File: src/rtl/uart_pkg.sv
// Shared UART definitions: receiver FSM states and link defaults common to rx and tx.
package uart_pkg;

  typedef enum logic [2:0] {WAIT_IDLE, IDLE, START, DATA, STOP} rx_state_e;

  localparam int UART_CLKS_PER_BIT = 8;
  localparam int UART_DATA_BITS    = 8;

endpackage

File: src/rtl/sync_2ff.sv
// Two-flop synchronizer for a single asynchronous input bit.
module sync_2ff #(
  parameter logic RST_VAL = 1'b0
) (
  input  logic clk,
  input  logic rstn,
  input  logic d,
  output logic q
);

  logic meta;

  always_ff @(posedge clk or negedge rstn) begin
    if (!rstn) begin
      meta <= RST_VAL;
      q    <= RST_VAL;
    end else begin
      meta <= d;
      q    <= meta;
    end
  end

endmodule

File: src/rtl/uart_rx.sv
// Oversampling 8N1-style serial receiver with a one-entry valid/ready output buffer.
module uart_rx
  import uart_pkg::*;
#(
  parameter int CLKS_PER_BIT = UART_CLKS_PER_BIT,
  parameter int DATA_BITS    = UART_DATA_BITS
) (
  input  logic                 clk,
  input  logic                 rstn,
  input  logic                 rx,
  output logic [DATA_BITS-1:0] m_data,
  output logic                 m_valid,
  input  logic                 m_ready,
  output logic                 frame_err,
  output logic                 overrun
);

  localparam int HALF  = CLKS_PER_BIT / 2;
  localparam int CNT_W = $clog2(CLKS_PER_BIT);
  localparam int BIT_W = $clog2(DATA_BITS + 1);

  logic                 rxs;
  rx_state_e            state, state_nxt;
  logic [CNT_W-1:0]     cnt, cnt_nxt;
  logic [BIT_W-1:0]     bit_cnt, bit_cnt_nxt, bit_inc;
  logic [DATA_BITS-1:0] shreg, shreg_nxt;
  logic                 deliver, ferr;

  sync_2ff #(.RST_VAL(1'b0)) u_sync (
    .clk  (clk),
    .rstn (rstn),
    .d    (rx),
    .q    (rxs)
  );

  always_ff @(posedge clk or negedge rstn) begin
    if (!rstn) begin
      state   <= WAIT_IDLE;
      cnt     <= '0;
      bit_cnt <= '0;
    end else begin
      state   <= state_nxt;
      cnt     <= cnt_nxt;
      bit_cnt <= bit_cnt_nxt;
    end
  end

  // Shift register holds only payload; it is fully overwritten before every delivery.
  always_ff @(posedge clk) begin
    shreg <= shreg_nxt;
  end

  always_comb begin
    state_nxt   = state;
    cnt_nxt     = cnt + 1'b1;
    bit_cnt_nxt = bit_cnt;
    bit_inc     = bit_cnt + 1'b1;
    shreg_nxt   = shreg;
    deliver     = 1'b0;
    ferr        = 1'b0;
    case (state)
      WAIT_IDLE: begin
        cnt_nxt = '0;
        if (rxs) state_nxt = IDLE;
      end
      IDLE: begin
        cnt_nxt = '0;
        if (!rxs) state_nxt = START;
      end
      START: begin
        if (cnt == CNT_W'(HALF - 1)) begin
          cnt_nxt     = '0;
          bit_cnt_nxt = '0;
          state_nxt   = rxs ? IDLE : DATA;
        end
      end
      DATA: begin
        // LSB arrives first, so right-shifting leaves bit 0 in position 0 after the last sample.
        if (cnt == CNT_W'(CLKS_PER_BIT - 1)) begin
          cnt_nxt     = '0;
          shreg_nxt   = {rxs, shreg[DATA_BITS-1:1]};
          bit_cnt_nxt = bit_inc;
          if (bit_inc == BIT_W'(DATA_BITS)) state_nxt = STOP;
        end
      end
      STOP: begin
        if (cnt == CNT_W'(CLKS_PER_BIT - 1)) begin
          cnt_nxt     = '0;
          bit_cnt_nxt = '0;
          if (rxs) begin
            deliver   = 1'b1;
            state_nxt = IDLE;
          end else begin
            ferr      = 1'b1;
            state_nxt = WAIT_IDLE;
          end
        end
      end
      default: begin
        state_nxt = WAIT_IDLE;
        cnt_nxt   = '0;
      end
    endcase
  end

  // Output buffer: a consume on the delivery cycle frees the slot for the new byte.
  always_ff @(posedge clk or negedge rstn) begin
    if (!rstn) begin
      m_data    <= '0;
      m_valid   <= 1'b0;
      frame_err <= 1'b0;
      overrun   <= 1'b0;
    end else begin
      frame_err <= ferr;
      overrun   <= deliver && m_valid && !m_ready;
      if (deliver && (!m_valid || m_ready)) begin
        m_data  <= shreg;
        m_valid <= 1'b1;
      end else if (m_ready) begin
        m_valid <= 1'b0;
      end
    end
  end

endmodule
File: config.mk
export PLATFORM = sky130hd
export DESIGN_NAME = uart_rx
export DESIGN_NICKNAME = d
export VERILOG_FILES = /design/src/rtl/uart_pkg.sv /design/src/rtl/sync_2ff.sv /design/src/rtl/uart_rx.sv
export SDC_FILE = /design/constraint.sdc
export NUM_CORES = 1
export LEC_CHECK = 0
export CORE_ASPECT_RATIO = 1.4
export CORE_MARGIN = 3
export CORE_UTILIZATION = 40
export CTS_CLUSTER_DIAMETER = 100
export DETAILED_ROUTE_END_ITERATION = 10
export PLACE_DENSITY_LB_ADDON = 0.05
export RECOVER_POWER = 25
export SLEW_MARGIN = 25
export SYNTH_ARGS = -nofsm -noshare
export SYNTH_HDL_FRONTEND = slang
export SYNTH_SLANG_ARGS = --single-unit
File: constraint.sdc
create_clock -name clk -period 2.5 [get_ports clk]
set_clock_uncertainty 0.05 [all_clocks]
set_input_delay 0.75 -clock clk [delete_from_list [all_inputs] [get_ports clk]]
set_output_delay 0.75 -clock clk [all_outputs]
set_load 0.05 [all_outputs]
==> results.txt, run 1 <==
The final setup slack of the worst path is 0.267 ns. The number of antenna violations at the first check in global routing came out at 0. Data on the critical path is required at its endpoint by 1.70 ns. Walking the worst path, the cells encountered are clkdlybuf4s50_1. The most critical setup path has its startpoint at m_data[4]. The number of levels the H-tree was split into came out at 2. STA classifies the critical path endpoint as an output pin.

The sequential area share after synthesis came out at 0.593. Of the cells placed in the final design, the portion with a size suffix greater than 1 is 0.226. In the finished design, the share of the clock period the worst path needs comes to 0.893.

Post-CTS repair changed the size of 0 cells. The total routing resource utilization after global routing came out at 0.125. The area overhead of the layout relative to synthesis is 21.1%. The clock insertion delay at the later pin of the skew report is 0.27 ns. The count of nets left with antenna violations once routing finished came out at 0. The number of cell rows came out at 24. The number of standard cells in the final layout excluding fillers is 154. The floorplan die width came out at 55.6 µm. The upper clock frequency limit came out at 448 MHz. The number of design-rule violations left by the first detailed-router iteration is 3. The worst min-delay path startpoint is u_sync.meta. The routed length per instance came out at roughly 15 µm. Fill cells in the final layout number 269. The maximum number of buffers from clock root to sink came out at 2. The synthesized netlist net count came out at 104. The critical path's largest stage delay came out at 0.80 ns. The number of placed instances, taps included, is 146. Entering global routing, the biggest net connects 24 pins. The area share of the leading cell type in the synthesized netlist is 0.418.

The die footprint came out at 0.00419 mm². The time the final worst path needs with I/O delays and setup came out at between 2 and 2.5 ns. The max capacitance violation total came out at 0. The most used flip-flop cell after synthesis is dfrtp_1.

Setup violations remaining at the end of the flow were counted as 0. The floorplan step defined a core boundary enclosing 0.00321 mm². The placed wire-length estimate is ~1600 µm. The cell chosen for the clock root is clkbuf_8. The number of warning messages in the yosys log came out at 0. After technology mapping, the gate count stands at 95. The static leakage power came out at between 0.7 and 0.8 nW. Counting flops with an async set or reset pin after synthesis yields a share of 0.742.

The final-report hold violation count came out at 0. The clock-pin slew reported for the worst setup and hold paths after clock tree synthesis came out at 0.07 ns. In the post-synthesis netlist, the biggest area contributors are dfrtp_1 42%, edfxtp_1 17%, mux2_4 11%. The worst-case IR drop observed on VDD is approximately 0.00056 V. The count of buffers added on input and output ports is 14. The count of antenna diodes in the layout came out at 0. The critical path is of the reg -> out type. The startpoint identified for the worst register-to-register timing path is cnt[0]. In this run, CTS created clock tree buffers numbering 5. The combined area of all synthesized cells is 0.00138 mm². Once the clock tree was built, the setup fixing pass inserted 0 buffers.

15 I/O pins were placed. At the end of the flow, the number of nets in the layout was approximately 120. The worst-margin pin slew is 1.26 ns. The setup TNS came out at 0 ns. The synthesized flop and latch total came out at 31. For this run, the detailed router's first-pass iteration total came to 2. Averaged over all synthesized cells, the footprint is approximately 14 µm². The path category of the worst min-delay check is reg -> reg. The setup slack after placement came out at between 0.3 and 0.4 ns. The number of global-route vias before repair came out at 857. The vertical extent of the die came out at 75.4 µm. The number of buffer and inverter stages on the critical path came out at 1.

Setup repair after global routing left no endpoint under its margin. The highest fanout seen on the critical path came out at 2. dfrtp_1 takes more of the synthesized area than any other cell.

The slowest stage of the critical path belongs to the cell clkdlybuf4s50_1. The number of enable flip-flop cells after synthesis came out at 8. The ratio of routed vias to standard cells came out at 5.20.

The worst setup path is launched from a register. The final layout contains routed wiring with a total length of 2280 µm. The cell family contributing the most delay on the critical path is buffers and inverters. The flow ran to the end, and the final reports show no timing, DRC or antenna violations.

Routability-driven placement finished with a final weighted congestion of 0.754. The arrival time of data at the critical path endpoint is between 1 and 1.5 ns. The final global-route overflow total came out at 0. The number of distinct library cells after synthesis came out at 34. The count of pins over their slew limit came out at 0.

The via count is 801. The CTS tree is done. The number of remaining DRC errors is 0. The power density relative to cell area is 808 mW/mm².

The initial standard-cell utilization of the core came out at 0.428. The number of buffers added to fix hold violations after cts came out at 0. The TritonCTS sink count came out at 31. The global-route wire length before repair is around 4000 µm.

The worst max-slew margin expressed relative to the limit came out at 0.162.
[Yosys cell counts (2+ instances only)]
cell type	instances
a22o_1	2
ha_1	5
dfrtp_1	23
a31oi_1	2
edfxtp_1	8
mux2_4	10
buf_4	2
nor2_1	4
nor2b_1	4
mux2_2	3
nand2_1	3
a21oi_1	4
inv_1	4
[worst register-to-register path: cells and delay by family, from the launching register on]
family / cells / cell delay (ns)
adders and majority gates: 2 / 0.47
AOI/OAI and AO/OA: 2 / 0.27
muxes: 1 / 0.32
and+or+nand+nor: 1 / 0.47
DFF: 1 / 0.38
[kinds of logic (layout without fill, tap and decap cells)]
family,after synthesis,in the layout,synth area share
adders and majority gates,5,5,0.0455
DFF,31,31,0.593
and+or+nand+nor,23,23,0.115
AOI/OAI and AO/OA,15,15,0.0818
xor gates and xnor gates,1,1,0.00636
muxes,13,13,0.134
buffers and inverters,7,27,0.0254
[state kept, by name, summed over array words and instances, names as in the netlist]
register,count
u_sync.q,1
bit_cnt,4
shreg,8
frame_err,1
cnt,3
u_sync.meta,1
m_data,8
state,3
m_valid,1
overrun,1
[area by class of cell]
cell class	instances	area (µm²)	area share
well taps	39	48.8	0.0293
clock inverters	2	35.0	0.0210
inverters	4	15.0	0.00901
flip-flops and latches	31	816	0.489
clock buffers	6	82.6	0.0495
multi-input cells	57	526	0.315
repair buffers	15	144	0.0863
[path summary, 6_finish.rpt]
| kind | endpoint | slack [ns] | cells after the start |
|---|---|---|---|
| setup / recovery | m_data[4] | 0.27 | 1 |
| hold / removal | u_sync.q | 0.30 | 0 |
| setup reg to reg | state[1] | 0.42 | 6 |
| hold reg to reg | u_sync.q | 0.30 | 0 |
| max in group asynchronous | overrun | 0.44 | 2 |
| min in group asynchronous | m_data[7] | 1.21 | 2 |
[through the flow]
step | hold WS (ns) | instance area [µm²] | total power, mW | util
floorplan | 0.281 | 1380 | 0.819 | -
global placement | 0.293 | 1550 | 0.850 | 0.483
detailed placement | 0.291 | 1550 | 0.858 | 0.483
CTS | 0.306 | 1670 | 1.37 | 0.520
global route | 0.310 | 1670 | 1.42 | 0.519
finish | 0.301 | 1670 | 1.35 | 0.519
[per-layer routing]
metal / wire (µm) / GRT usage
met1: 956 / 0.135
met3: 90 / 0.0407
met4: 13 / 0.0649
met5: 0 / 0
met2: 1220 / 0.220
[cells in the final DEF (no fill, tap or decap), drive strengths merged]
cell	Yosys	routed
a211oi	1	1
a21boi	1	1
a21oi	4	4
a22o	2	2
a31oi	2	2
a32o	1	1
and3	1	1
and4bb	1	1
bufinv	0	1
clkbuf	0	7
clkdlybuf4s50	0	12
clkinv	0	1
dfrtp	23	23
dlygate4sd3	0	2
edfxtp	8	8
ha	5	5
inv	4	4
mux2	13	13
nand2	3	3
nand2b	1	1
nand3	2	2
nand3b	1	1
nor2	4	4
nor2b	4	4
nor3	1	1
nor3b	1	1
nor4	1	1
nor4bb	1	1
o211ai	1	1
o21ai	2	2
o31a	1	1
or3b	1	1
or4b	1	1
xnor2	1	1
[report_power, final]
part	switching (mW)	internal, mW
clock network	0.178	0.322
registers	0.0587	0.548
logic	0.109	0.132
total	0.345	1.00
Note: power is estimated with default switching activity, not from simulation.
==> run 2, diff against run 1 <==
--- a/config.mk
+++ b/config.mk
@@ -6,7 +6,6 @@
 export NUM_CORES = 1
 export LEC_CHECK = 0
 export CORE_ASPECT_RATIO = 1.4
-export CORE_MARGIN = 3
 export CORE_UTILIZATION = 40
 export CTS_CLUSTER_DIAMETER = 100
 export DETAILED_ROUTE_END_ITERATION = 10
==> results.txt, run 2 (synthesis gave the netlist of run 1 again) <==
Pin placement for this block handled 15 I/O pins. The highest fanout seen on the critical path came out at 2. STA puts the critical path data arrival time at 1.44 ns. The placed wire-length estimate came out at 1490 µm.

The ratio of routed vias to standard cells came out at 5.05. STA classifies the critical path startpoint as a register. The worst-margin pin slew is 1.24 ns. After the last flow step, the layout net total stands at 123.

The origin of the critical flop-to-flop path is cnt[0]. The number of antenna diodes in the final layout is 0. The floorplan step set the die width to 51.6 µm. Broken down by cell family, the worst path's largest delay share belongs to buffers and inverters. The number of failing setup endpoints in the final timing report came out at 0. Relative to the synthesized area, the layout overhead comes to 18.5%. Setup slack on the worst reg-to-reg path comes out at 0.43 ns. For this configuration, the core starts out at a cell density of 0.432. The setup TNS is 0 ns.

The post-route fraction of the period consumed by the critical path is 0.897. The highest metal layer carrying signal wires in the routed design is met4. The max capacitance violation total came out at 0. The setup slack after placement is 0.397 ns. In the layout the commonest cells are 23 x dfrtp_1, 12 x clkdlybuf4s50_1, 10 x mux2_4. The met2 wirelength from detailed routing came out at a little over 1000 µm. The commonest non-fill, non-tap cell in the layout is dfrtp_1. The worst hold path begins at u_sync.meta.

The count of pins over their slew limit is 0. The worst setup path is captured at an output pin. The path class of the tightest hold or removal check is reg -> reg. In this run the tightest slew margin relative to its limit is 0.175.

The clock insertion delay at the later pin of the skew report came out at 0.28 ns. The routed design uses 80 µm of met3 wire. For this design the static power due to leakage is 0.732 nW. The number of antenna violations at the first check in global routing came out at 0. The number of buffers and inverters on the critical path is 1. The number of design-rule violations left by the first detailed-router iteration came out at 15.

Subtracting the final worst setup slack from the clock period gives about 2.2 ns. The critical path's largest stage delay is between 0.8 and 0.9 ns. The largest registers in the layout are m_data (8), shreg (8), bit_cnt (4). The floorplan step defined a core boundary enclosing between 0.003 and 0.004 mm². The final setup slack of the worst path came out at 0.258 ns. For the worst setup path, the data required time is 1.70 ns.

In this run the remaining antenna-violating nets after routing total 0. The TritonCTS sink count is 31. The total routing resource utilization after global routing is 0.142. Setup repair after global routing left no endpoint under its margin. The run finished with clean final reports. The CTS tree is done. The routed length per instance is 14.3 µm. The pin count of the biggest net entering global routing came out at 24.

The final global-route overflow total is 0. The fraction of final layout cells sized beyond drive strength 1 is 0.209. The final-report hold violation count came to 0. The slowest stage cell on the critical path is clkdlybuf4s50_1. The die is 71.4 µm tall.

The maximum number of buffers from clock root to sink came out at 2. The global-route wire length before repair is 3640 µm. Buffers placed on the I/O ports in this run total 14. The number of global-route vias before repair is 760. The detailed-routing wirelength on met1 is 1040 µm. The critical path starts at m_data[7]. The post-cts repair resize count is 0.

The power density relative to cell area came out at 744 mW/mm². The number of setup buffers added after CTS is 0. The total routed wirelength came out at 2200 µm. The number of buffers added to fix hold violations after cts is 0. In this run the number of H-tree levels came out at 2.

Derived from the worst setup path, the maximum achievable clock frequency is 446 MHz. The floorplan step defined a die boundary enclosing 0.00368 mm². The clock-pin slew reported for the worst setup and hold paths after clock tree synthesis came out at approximately 0.060 ns. The maximum VDD drop came out at 0.000378 V. The number of clock buffers inserted by TritonCTS is 5. The kind of critical path is reg -> out. The signal on the critical path passes through clkdlybuf4s50_1.

In the routed design, unresolved DRC markers number 0. The first-pass iteration count of the detailed router is 4. The floorplan has 24 rows. The weighted congestion at the end of routability-driven global placement came out at about 0.72. The cell chosen for the clock root is clkbuf_8.

Detailed routing inserted a total of roughly 780 vias.
run 2: changes by cell type in the layout (fill, tap and decap cells not counted):
cell | previous run | this run
clkbuf_1 | 1 | 3
clkbuf_8 | 6 | 5
bufinv_16 | 1 | 0
run 2: metrics by stage:
step	hold WS [ns]	utilization	std cells	cell area (µm²)	power, mW
after floorplan	0.281	-	95	1380	0.819
after global placement	0.291	0.488	146	1550	0.853
after detailed placement	0.296	0.488	146	1550	0.859
after CTS	0.310	0.513	154	1630	1.24
after global routing	0.317	0.512	154	1630	1.29
final	0.304	0.512	154	1630	1.21
run 2: power breakdown:
group | total (mW) | internal (mW) | switching, mW
clock network | 0.365 | 0.195 | 0.170
registers | 0.606 | 0.548 | 0.0586
logic | 0.242 | 0.131 | 0.111
total | 1.21 | 0.874 | 0.340
run 2: per-layer routing:
metal	GRT usage	vias to the layer above
li1	-	384
met1	0.170	373
met2	0.209	14
met3	0.0573	6
met4	0.0901	0
met5	0	-
run 2: worst paths after layout:
kind,cells past startpoint,to
worst max-delay path,1,m_data[7]
max in group asynchronous,2,m_data[7]
worst min register to register,0,u_sync.q
min in group asynchronous,2,bit_cnt[3]
worst max register to register,6,state[0]
worst min-delay path,0,u_sync.q
run 2: layout make-up:
| class | count | area, µm² |
|---|---|---|
| multi-input cells | 57 | 526 |
| flip-flops and latches | 31 | 816 |
| fillers | 300 | 1550 |
| inverters | 4 | 15.0 |
| clock buffers | 7 | 76.3 |
| clock inverters | 1 | 5.00 |
| well taps | 39 | 48.8 |
| repair buffers | 15 | 144 |
